$ cat src/rtl/conf_int_pkg.sv
// Shared definitions for the integer dot-product sequencer: FSM encoding and default widths.
package conf_int_pkg;
    localparam int DEF_DATA_PATH_BITWIDTH = 16;
    localparam int DEF_LEN_W              = 8;

    typedef enum logic [1:0] {
        ST_IDLE = 2'd0,
        ST_RUN  = 2'd1,
        ST_DONE = 2'd2
    } state_t;
endpackage

$ cat src/rtl/conf_int_skid2.sv
// Two-entry skid buffer for the operand stream; ready comes straight from a flop.
module conf_int_skid2 #(
    parameter int W = 16
) (
    input  logic         clk,
    input  logic         rst,
    input  logic         in_valid,
    output logic         in_ready,
    input  logic [W-1:0] in_a,
    input  logic [W-1:0] in_b,
    output logic         out_valid,
    input  logic         out_ready,
    output logic [W-1:0] out_a,
    output logic [W-1:0] out_b
);
    logic [W-1:0] mem_a [2];
    logic [W-1:0] mem_b [2];
    logic         wr_ptr_reg;
    logic         rd_ptr_reg;
    logic [1:0]   count_reg;
    logic [1:0]   count_next;
    logic         ready_reg;
    logic         push;
    logic         pop;

    assign push      = in_valid && ready_reg;
    assign out_valid = (count_reg != 2'd0);
    assign pop       = out_valid && out_ready;
    assign in_ready  = ready_reg;
    assign out_a     = mem_a[rd_ptr_reg];
    assign out_b     = mem_b[rd_ptr_reg];

    always_comb begin
        count_next = count_reg;
        if (push && !pop)
            count_next = count_reg + 2'd1;
        else if (pop && !push)
            count_next = count_reg - 2'd1;
    end

    // Ready is precomputed from the next occupancy so it never depends on in_valid.
    always_ff @(posedge clk or posedge rst) begin
        if (rst) begin
            wr_ptr_reg <= 1'b0;
            rd_ptr_reg <= 1'b0;
            count_reg  <= 2'd0;
            ready_reg  <= 1'b0;
        end else begin
            if (push)
                wr_ptr_reg <= ~wr_ptr_reg;
            if (pop)
                rd_ptr_reg <= ~rd_ptr_reg;
            count_reg <= count_next;
            ready_reg <= (count_next != 2'd2);
        end
    end

    generate
        for (genvar gi = 0; gi < 2; gi++) begin : g_entry
            always_ff @(posedge clk) begin
                if (push && (wr_ptr_reg == gi[0])) begin
                    mem_a[gi] <= in_a;
                    mem_b[gi] <= in_b;
                end
            end
        end
    endgenerate
endmodule

$ cat src/rtl/conf_int_dot_seq.sv
// Sequential dot product around an external combinational MAC (d = a*b + c).
// Optional 2-entry operand skid buffer enabled by defining CONF_INT_DOT_SEQ_SKID_EN.
module conf_int_dot_seq
    import conf_int_pkg::*;
#(
    parameter int DATA_PATH_BITWIDTH = DEF_DATA_PATH_BITWIDTH,
    parameter int LEN_W              = DEF_LEN_W
) (
    input  logic                          clk,
    input  logic                          rst,
    input  logic                          start,
    input  logic [LEN_W-1:0]              len,
    input  logic [DATA_PATH_BITWIDTH-1:0] init_acc,
    input  logic                          in_valid,
    output logic                          in_ready,
    input  logic [DATA_PATH_BITWIDTH-1:0] in_a,
    input  logic [DATA_PATH_BITWIDTH-1:0] in_b,
    output logic [DATA_PATH_BITWIDTH-1:0] mac_a,
    output logic [DATA_PATH_BITWIDTH-1:0] mac_b,
    output logic [DATA_PATH_BITWIDTH-1:0] mac_c,
    input  logic [DATA_PATH_BITWIDTH-1:0] mac_d,
    output logic                          out_valid,
    input  logic                          out_ready,
    output logic [DATA_PATH_BITWIDTH-1:0] out_data,
    output logic                          busy
);
    state_t                        state_reg, state_next;
    logic [DATA_PATH_BITWIDTH-1:0] acc_reg, acc_next;
    logic [LEN_W-1:0]              cnt_reg, cnt_next;
    logic                          head_valid;
    logic [DATA_PATH_BITWIDTH-1:0] head_a;
    logic [DATA_PATH_BITWIDTH-1:0] head_b;
    logic                          consume;
    logic                          beat;

    assign consume = (state_reg == ST_RUN);
    assign beat    = head_valid && consume;

`ifdef CONF_INT_DOT_SEQ_SKID_EN
    conf_int_skid2 #(
        .W(DATA_PATH_BITWIDTH)
    ) u_skid (
        .clk       (clk),
        .rst       (rst),
        .in_valid  (in_valid),
        .in_ready  (in_ready),
        .in_a      (in_a),
        .in_b      (in_b),
        .out_valid (head_valid),
        .out_ready (consume),
        .out_a     (head_a),
        .out_b     (head_b)
    );
`else
    assign in_ready   = consume;
    assign head_valid = in_valid;
    assign head_a     = in_a;
    assign head_b     = in_b;
`endif

    // The MAC path is purely combinational: head operands and acc go out, mac_d lands in acc.
    assign mac_a     = head_a;
    assign mac_b     = head_b;
    assign mac_c     = acc_reg;
    assign out_valid = (state_reg == ST_DONE);
    assign out_data  = acc_reg;
    assign busy      = (state_reg != ST_IDLE);

    always_comb begin
        state_next = state_reg;
        acc_next   = acc_reg;
        cnt_next   = cnt_reg;
        case (state_reg)
            ST_IDLE: begin
                if (start) begin
                    acc_next   = init_acc;
                    cnt_next   = len;
                    state_next = (len == '0) ? ST_DONE : ST_RUN;
                end
            end
            ST_RUN: begin
                if (beat) begin
                    acc_next = mac_d;
                    cnt_next = cnt_reg - LEN_W'(1);
                    if (cnt_reg == LEN_W'(1))
                        state_next = ST_DONE;
                end
            end
            ST_DONE: begin
                if (out_ready)
                    state_next = ST_IDLE;
            end
            default: state_next = ST_IDLE;
        endcase
    end

    always_ff @(posedge clk or posedge rst) begin
        if (rst) begin
            state_reg <= ST_IDLE;
            acc_reg   <= '0;
            cnt_reg   <= '0;
        end else begin
            state_reg <= state_next;
            acc_reg   <= acc_next;
            cnt_reg   <= cnt_next;
        end
    end
endmodule

$ cat config.mk
export PLATFORM = sky130hd
export DESIGN_NAME = conf_int_dot_seq
export DESIGN_NICKNAME = d
export VERILOG_FILES = /design/src/rtl/conf_int_pkg.sv /design/src/rtl/conf_int_skid2.sv /design/src/rtl/conf_int_dot_seq.sv
export SDC_FILE = /design/constraint.sdc
export NUM_CORES = 1
export LEC_CHECK = 0
export BUFFER_PORTS_ARGS = -buffer_cell sky130_fd_sc_hd__buf_2
export CAP_MARGIN = 25
export CORE_ASPECT_RATIO = 1.5
export CORE_MARGIN = 8
export CORE_UTILIZATION = 43
export DETAILED_ROUTE_END_ITERATION = 6
export PLACE_DENSITY = 0.95
export SLEW_MARGIN = 10
export SYNTH_ARGS = -nofsm -noshare
export SYNTH_HDL_FRONTEND = slang
export SYNTH_SLANG_ARGS = --single-unit
$ cat constraint.sdc
create_clock -name clk -period 2.1 [get_ports clk]
set_input_delay 0.105 -clock clk [delete_from_list [all_inputs] [get_ports clk]]
set_output_delay 0.105 -clock clk [all_outputs]
set_load 0.1 [all_outputs]
* After elaboration in Yosys (flattened, before gate mapping)
Index checks and enable logic that the tools add are counted.
Operators by class: add/subtract/negate cells 1, equal/unequal tests 7, muxes and demuxes 12, reductions and logical operators 7
Operators by type and width (count):
- $mux W16 | 2
- $pmux W16 S2 | 1
- $mux W8 | 2
- $pmux W8 S2 | 1
- $mux W2 | 5
- $eq A8 B1 Y1 const B | 1
- $logic_not A8 Y1 | 1
- $sub A8 B1 Y8 const B | 1
- $ne A2 B1 Y1 const B | 3
- $pmux W2 S3 | 1
- $reduce_and A4 Y1 | 1
- $reduce_bool A2 Y1 | 2
- $reduce_and A3 Y1 | 1
- $eq A2 B1 Y1 const B | 1
- $eq A2 B2 Y1 const B | 1
- $logic_not A2 Y1 | 1
- $ne A2 B2 Y1 const B | 1
- $logic_and A1 B1 Y1 | 1
Storage, ports and cells: flip-flop bits (word level) 26, bits of input ports 77, output and inout port bits 67, logic and storage cells 30

* Longest topological paths before layout
Gate-level depths: netlist of run 1.
depth after elaboration 4, gate-level depth with buffers 6, depth with buffers taken out 6

* Least setup slack after synthesis of run 1
No wires, ideal clock.
path type reg2out, start register state_reg[0], end output out_valid, arrival time 1.812 ns, required time 1.995 ns, setup slack 0.183 ns, cell stages (with the launch flop) 3, buffers on the path 1, cell sequence dfrtp_1 buf_2 nor2_1
Between the ends: cells in the longest elaborated chain, start to end 1
Ends and longest elaborated chain:
- start: declaration | line conf_int_dot_seq.sv:27 | state_t state_reg, state_next;
- start signal: assignment | line conf_int_dot_seq.sv:103 | state_reg <= state_next;
- $eq A2 B2 Y1 | line conf_int_dot_seq.sv:65 | assign out_valid = (state_reg == ST_DONE);
- end: declaration | line conf_int_dot_seq.sv:22 | output logic out_valid,
No other way between the ends.

* Worst setup path in the final report of run 1
start register state_reg[0], end output in_ready
Between the ends: cells in the longest elaborated chain, start to end 1
Ends and longest elaborated chain:
- $eq A2 B1 Y1 | line conf_int_dot_seq.sv:36 | assign consume = (state_reg == ST_RUN);
- end: declaration | line conf_int_dot_seq.sv:15 | output logic in_ready,
No other way between the ends.

==> results.cfg, run 1 <==
[timing]
slew_headroom = 0.670
fin_crit_sh = 0.940
worst_slack_ps = 125
setup_violations = 0
drv_slew = 0
hold_viol = 0
final.setup.tns_ps = 0
tightest_slew_ps = 499
clock.fmax_mhz = 506
layout_min_cycle_time_ps = 1970
rsz0062_at_grt = false
fin_skew_ps = 2.12

[layout]
drive_gt1_frac = 0.398
finalNetCount = 311
fill_cells = 423
design_area_um2 = 1940
post-route-util = 0.469
synthToLayoutAreaGrowth_pct = 6.97
largest_register_ffs = 16
diodes = 0

[critical_path]
worstSetupStartpointType = flip-flop
critPathKind = flip-flop to output port
crit_arrival_ps = 1870
crit_path_start = state_reg[0]
critPathCaptureType = output port
worstReg2RegStart = state_reg[0]
required_ps = 2000
reg2reg_slack_ps = 320
r2r-end = cnt_reg[3]
reg2reg_depth = 4
crit_fanout = 19

[clock_tree]
cts_root_buf = clkbuf_8
cts_tree = built
cts_sinks = 26
htreeDepth = 1
clk_path_buf_depth = 2
clock_latency_ps = 270
clk_pin_slew_ps = 90
numCtsBuffers = 3

[flow_run]
drv_cap = 0

[worst_hold_path]
min_path_cells = 3
hold_path_startpoint = init_acc[5]
hold_end = mac_c[5]
holdCritPathClass = input pin to flip-flop

[synthesis]
synth_top_area_cell = dfrtp_1
ys_seq_area_frac = 0.359
postSynth.asyncResetShare = 1.00
synth.area.top_cells = dfrtp_1 36%, buf_4 20%, mux2i_1 8.8%, nand2_1 4.3%, o21ai_1 3.0%
synthTopCellsByCount = 48 x buf_4, 26 x dfrtp_1, 21 x nand2_1, 16 x mux2i_1, 13 x nor2_1
synth_ff_type = dfrtp_1
synth_nets = 279
post_synth.cell_area_avg_um2 = 9.06
synth-seq-cells = 26
yosysWarningCount = 0
syn-instance-count = 200
synth_cell_types = 36
synth_top_cell_area_share = 0.359
syn_area_um2 = 1810
synth_edf_count = 0
yosysMostFrequentCell = buf_4

[placed_design]
placed_cell_area_um2 = 1870
dp_hpwl_mm = 3.45
portBuffers = 79
pre_cts_ws_ps = 365
globalplace.congestion = 0.888

[route]
drc = 0
first_pass_iters = 4
drt-vias-per-instance = 5.32
wl_mm = 4.35
ant_nets = 0
drtIter0Drc = 40
avgRoutedWirePerCell_um = 15.7
vias = 1474

[floorplanning]
die_w_um = 69.0
io_pins = 144
fp.dieArea_um2 = 6590
core_um2 = 4140
rows = 29
start_util = 0.438
die_y_um = 95.5

[outcome]
status = finished clean

[grt]
grt.overflow.total = 0
track_usage = 0.125
grt_max_degree = 27
grt_pass1_wl_mm = 7.02
antenna_found_initial = 0
grt_pass1_vias = 1524
-- routing by layer --
metal  vias to the layer above  part of all wire  global-route usage  routed length [µm]
met5                         -                 0                   0                   0
met4                         0             0.055              0.0995                 237
met3                        28             0.073              0.0271                 317
met2                        57              0.52               0.227                2250
met1                       693              0.35               0.120                1540
li1                        696                 -                   -                   -
-- final cells by class --
class                           instances  area (µm²)  area share
Clock buffer                            4        55.1      0.0284
Tap cell                               46        57.6      0.0297
Inverter                                7        33.8      0.0174
Timing Repair Buffer                   83         443       0.228
Multi-Input combinational cell        111         699       0.361
Sequential cell                        26         651       0.335
-- layout by cell type (no fill, tap or decap), drive strengths merged, types with 2 or more instances in the layout --
master	count
and3	2
a221o	2
nor4	2
nand2b	3
o21ai	20
inv	7
o22a	2
dfrtp	26
nor2	13
and2	3
o22ai	2
nand2	21
nand3	2
a211oi	2
clkbuf	5
a21oi	6
ha	2
buf	81
mux2i	16
a31oi	3
-- kinds of logic (layout without fill, tap and decap cells) --
kind of cell | after synthesis | count (layout) | synth area share
flops | 26 | 26 | 0.359
fa+ha+maj | 2 | 2 | 0.0138
compound gates | 41 | 41 | 0.143
mux | 16 | 16 | 0.0883
simple gates | 52 | 52 | 0.141
buf+inv | 63 | 94 | 0.255
-- worst max-delay path: stages (launching register included) --
cell      delay [ps]
dfrtp_1          590
nand2b_1         360
inv_8            270
clkbuf_4         370
-- repair_timing --
| item | in CTS | in global routing |
|---|---|---|
| setup endpoints to repair | 0 | 1 |
| hold buffers | 1 | 0 |
| endpoints found under the hold margin | 26 | 0 |
| resized for setup | 0 | 1 |
| buffers inserted | 0 | 0 |
-- metrics by stage --
| step | cells | hold slack [ps] |
|---|---|---|
| after floorplan | 200 | 145 |
| after global placement | 272 | 179 |
| final | 277 | 103 |
| after global routing | 277 | 120 |
| after CTS | 277 | 106 |
| after detailed placement | 272 | 189 |
-- worst max path at each step --
stage            endpoint  slack [ps]  cells past startpoint
6_report         in_ready         130                      3
5_1_grt          in_ready          50                      3
4_1_cts          in_ready          50                      3
3_5_place_dp   cnt_reg[6]         360                      5
3_3_place_gp     in_ready         430                      3
2_1_floorplan   out_valid         180                      2
Power of run 1 is left out: the tool's default activity adds up to more than one toggle a clock period on the data nets, which glitch-free logic cannot reach.
==> run 2: changes to the inputs <==
Settings changed: ABC_AREA from default to 1, CORE_UTILIZATION 43 to 44, PLACE_DENSITY 0.95 to 0.94.
==> results.cfg, run 2 <==
[worst_hold_path]
min_path_cells = 4
holdCritPathClass = input pin to flip-flop

[grt]
grt.overflow.total = 0
grt_pass1_vias = 1750
grt_max_degree = 42
track_usage = 0.136
antenna_found_initial = 0
grt_pass1_wl_mm = 7.78

[timing]
rsz0062_at_grt = false
final.setup.tns_ps = 0
clock.fmax_mhz = 510
hold_viol = 0
layout_min_cycle_time_ps = 1960
slew_headroom = 0.542
drv_slew = 0
setup_violations = 0
fin_skew_ps = 9.66
fin_crit_sh = 0.933
tightest_slew_ps = 686
worst_slack_ps = 141

[clock_tree]
clk_pin_slew_ps = 100
cts_sinks = 26
cts_root_buf = clkbuf_8
numCtsBuffers = 3
clock_latency_ps = 270
cts_tree = built
clk_path_buf_depth = 2
htreeDepth = 1
cts_resized = 0

[layout]
synthToLayoutAreaGrowth_pct = 5.83
final_common_cell = buf_2
instances_no_fill = 335
layout_common_cells = 79 x buf_2, 54 x nand2_1, 52 x nor2_1, 26 x dfrtp_1
fill_cells = 448
largest_register_ffs = 16
multiInputGateArea_um2 = 812
finalNetCount = 367
regArea_um2 = 651
diodes = 0
drive_gt1_frac = 0.390

[critical_path]
crit_fanout = 25
critPathKind = flip-flop to output port
worstSetupStartpointType = flip-flop
reg2reg_depth = 7
critPathCaptureType = output port
crit_arrival_ps = 1850
required_ps = 2000

[synthesis]
synth_cell_types = 21
synth_top_area_cell = dfrtp_1
synth_top_cell_area_share = 0.330
synth-seq-cells = 26
yosysWarningCount = 0
post_synth.cell_area_avg_um2 = 7.65
synth.area.top_cells = dfrtp_1 33%, buf_4 21%, nand2_1 10%, o31ai_2 10%, nor2_1 10%
postSynth.asyncResetShare = 1.00
synth_ff_type = dfrtp_1
synthTopCellsByCount = 54 x buf_4, 54 x nand2_1, 53 x nor2_1, 26 x dfrtp_1
ys_seq_area_frac = 0.330
syn-instance-count = 258
syn_area_um2 = 1970
synth_nets = 337
synth_edf_count = 0

[route]
vias = 1670
ant_nets = 0
drt-vias-per-instance = 4.99
wl_mm = 4.69
first_pass_iters = 4
drtIter0Drc = 70
avgRoutedWirePerCell_um = 14.0
drc = 0

[floorplanning]
die_w_um = 70.7
core_um2 = 4430
fp.dieArea_um2 = 6930
rows = 30
die_y_um = 98.0
start_util = 0.445
io_pins = 144

[placed_design]
dp.cells = 330
portBuffers = 79
dp_hpwl_mm = 3.68
globalplace.congestion = 0.798
pre_cts_ws_ps = 430

[flow_run]
drv_cap = 0

[outcome]
status = finished clean
run 2: logic make-up after synthesis:
group / count (synthesis) / share of synthesized area
compound gates: 31 / 0.141
xor+xnor: 1 / 0.00444
fa+ha+maj: 2 / 0.0127
buf+inv: 76 / 0.260
flops: 26 / 0.330
simple gates: 122 / 0.252
run 2: final timing paths:
check,endpoint,start,slack (ps)
min in group asynchronous,mac_c[4],rst,460
worst min register to register,mac_c[3],mac_c[3],500
worst max-delay path,in_ready,state_reg[0],140
worst min-delay path,state_reg[1],out_ready,110
worst max register to register,cnt_reg[7],state_reg[0],420
max in group asynchronous,cnt_reg[1],rst,1020
run 2: worst max-delay path: stages, from the launching register on:
cell and delay [ps]:
dfrtp_1 570, nand2_4 240, inv_4 280, buf_2 480
run 2: area by class of cell:
cell class | instances | area share
timing repair buffer | 82 | 0.201
tap | 48 | 0.0288
sequential | 26 | 0.312
clock buffer | 3 | 0.0198
multi-input combinational | 156 | 0.389
inverter | 19 | 0.0354
clock inverter | 1 | 0.0144
run 2: what timing repair did:
action,in CTS,in global routing
buffers inserted,0,0
hold endpoints to repair,16,0
endpoints found under the setup margin,0,0
hold buffers,1,0
run 2: routing by layer:
metal | vias to the layer above | track usage | part of all wire | wire length [µm]
li1 | 818 | - | - | -
met1 | 772 | 0.120 | 0.32 | 1490
met2 | 60 | 0.250 | 0.54 | 2520
met3 | 20 | 0.0513 | 0.11 | 502
met4 | 0 | 0.0886 | 0.036 | 167
met5 | - | 0 | 0 | 0
run 2: stage by stage:
step	utilization	cell area (µm²)	hold slack, ps
5_1_grt	0.471	2090	140
4_1_cts	0.471	2090	109
6_report	0.471	2090	112
2_1_floorplan	-	1980	145
3_3_place_gp	0.453	2010	211
3_5_place_dp	0.453	2010	211
Power of run 2 is left out for the same reason.
==> run 3: changes to the inputs <==
--- a/config.mk
+++ b/config.mk
@@ -8,3 +8,2 @@
 export ABC_AREA = 1
-export BUFFER_PORTS_ARGS = -buffer_cell sky130_fd_sc_hd__buf_2
 export CAP_MARGIN = 25
@@ -12,5 +11,6 @@
 export CORE_MARGIN = 8
-export CORE_UTILIZATION = 44
+export CORE_UTILIZATION = 50
 export DETAILED_ROUTE_END_ITERATION = 6
-export PLACE_DENSITY = 0.94
+export DONT_BUFFER_PORTS = 1
+export PLACE_DENSITY = 0.76
 export SLEW_MARGIN = 10
==> constraint.sdc (replaced) <==
create_clock -name clk -period 2.1 [get_ports clk]
set_input_delay 0.42 -clock clk [delete_from_list [all_inputs] [get_ports clk]]
set_output_delay 0.42 -clock clk [all_outputs]
set_load 0.1 [all_outputs]
==> results.cfg, run 3 (same netlist as run 2, synthesis figures left out) <==
[critical_path]
required_ps = 1680
worstSetupStartpointType = flip-flop
path_cells = nand2_4 -> inv_4
crit_fanout = 25
critPathCaptureType = output port
crit_arrival_ps = 1350
cp_slowest_cell = dfrtp_1
reg2reg_depth = 6
slowest_delay_ps = 570
critPathKind = flip-flop to output port

[clock_tree]
cts_tree = built
htreeDepth = 1
cts_sinks = 26
clk_pin_slew_ps = 100
clock_latency_ps = 270
post-cts-setup-buffer-count = 0
numCtsBuffers = 3
clk_path_buf_depth = 2
cts_resized = 0
cts_root_buf = clkbuf_8
ctsHoldBuffers = 0

[floorplanning]
start_util = 0.512
io_pins = 144
die_w_um = 67.3
core_um2 = 3850
rows = 28
fp.dieArea_um2 = 6250
die_y_um = 92.9

[timing]
layout_min_cycle_time_ps = 1770
drv_slew = 0
fin_crit_sh = 0.843
clock.fmax_mhz = 565
fin_skew_ps = 3.38
slew_headroom = 0.626
setup_violations = 0
final.setup.tns_ps = 0
rsz0062_at_grt = false
hold_viol = 0
tightest_slew_ps = 561

[route]
vias = 1463
drtIter0Drc = 15
drc = 0
avgRoutedWirePerCell_um = 15.3
ant_nets = 0
wl_mm = 4.16
drt-vias-per-instance = 5.38
first_pass_iters = 4

[layout]
final_common_cell = nand2_1
synthToLayoutAreaGrowth_pct = -5.64
design_area_um2 = 1860
drive_gt1_frac = 0.304
largest_register_ffs = 16
finalNetCount = 307
diodes = 0
layout_common_cells = 54 x nand2_1, 52 x nor2_1, 21 x buf_4

[grt]
grt.busiest_layer = met2
gr-usage-met2 = 0.240
track_usage = 0.136
grt.overflow.total = 0
use_met3 = 0.0242
grt_use_met1 = 0.141
antenna_found_initial = 0
grt_pass1_wl_mm = 6.94
grt_pass1_vias = 1554
grt_max_degree = 44

[flow_run]
drv_cap = 0

[outcome]
status = finished clean

[placed_design]
placed_cell_area_um2 = 1790
portBuffers = 0
globalplace.congestion = 0.841
dp_hpwl_mm = 3.19

[worst_hold_path]
holdCritPathClass = input pin to async pin
-- run 3: cell types whose count changed in the layout (fill, tap and decap cells not counted), sizes merged --
| cell | before | now |
|---|---|---|
| buf | 81 | 22 |
| dlygate4sd3 | 1 | 0 |
-- run 3: final cells by class --
| cell class | instances | area [µm²] |
|---|---|---|
| fill | 409 | 1990 |
| tap | 45 | 56.3 |
| multi-input combinational | 156 | 812 |
| clock buffer | 3 | 41.3 |
| timing repair buffer | 22 | 178 |
| clock inverter | 1 | 30.0 |
| sequential | 26 | 671 |
| inverter | 19 | 73.8 |
-- run 3: layer usage --
layer	up-vias	part of all wire
met5	-	0
met4	0	0.045
met3	24	0.080
met2	52	0.52
met1	689	0.36
li1	698	-
-- run 3: critical path, delay by kind of cell, from the launching register on --
kind / cells / cell delay (ps)
buf+inv: 1 / 400
simple gates: 1 / 90
flops: 1 / 570
-- run 3: worst paths after layout --
kind,from,to,slack (ps)
worst max-delay path,state_reg[0],in_ready,330
worst min-delay path,rst,mac_c[0],90
worst max register to register,state_reg[0],cnt_reg[0],430
worst min register to register,mac_c[13],mac_c[13],500
max in group asynchronous,rst,mac_c[14],1740
min in group clk,len[2],cnt_reg[2],340
-- run 3: stage by stage --
stage,hold WS (ps),setup WS (ps),instances,utilization
after global routing,130,244,272,0.483
final,88.0,330,272,0.483
after CTS,91.6,316,272,0.483
after detailed placement,392,433,268,0.465
after global placement,395,505,268,0.465
after floorplan,460,298,258,-
Power of run 3 is left out for the same reason.
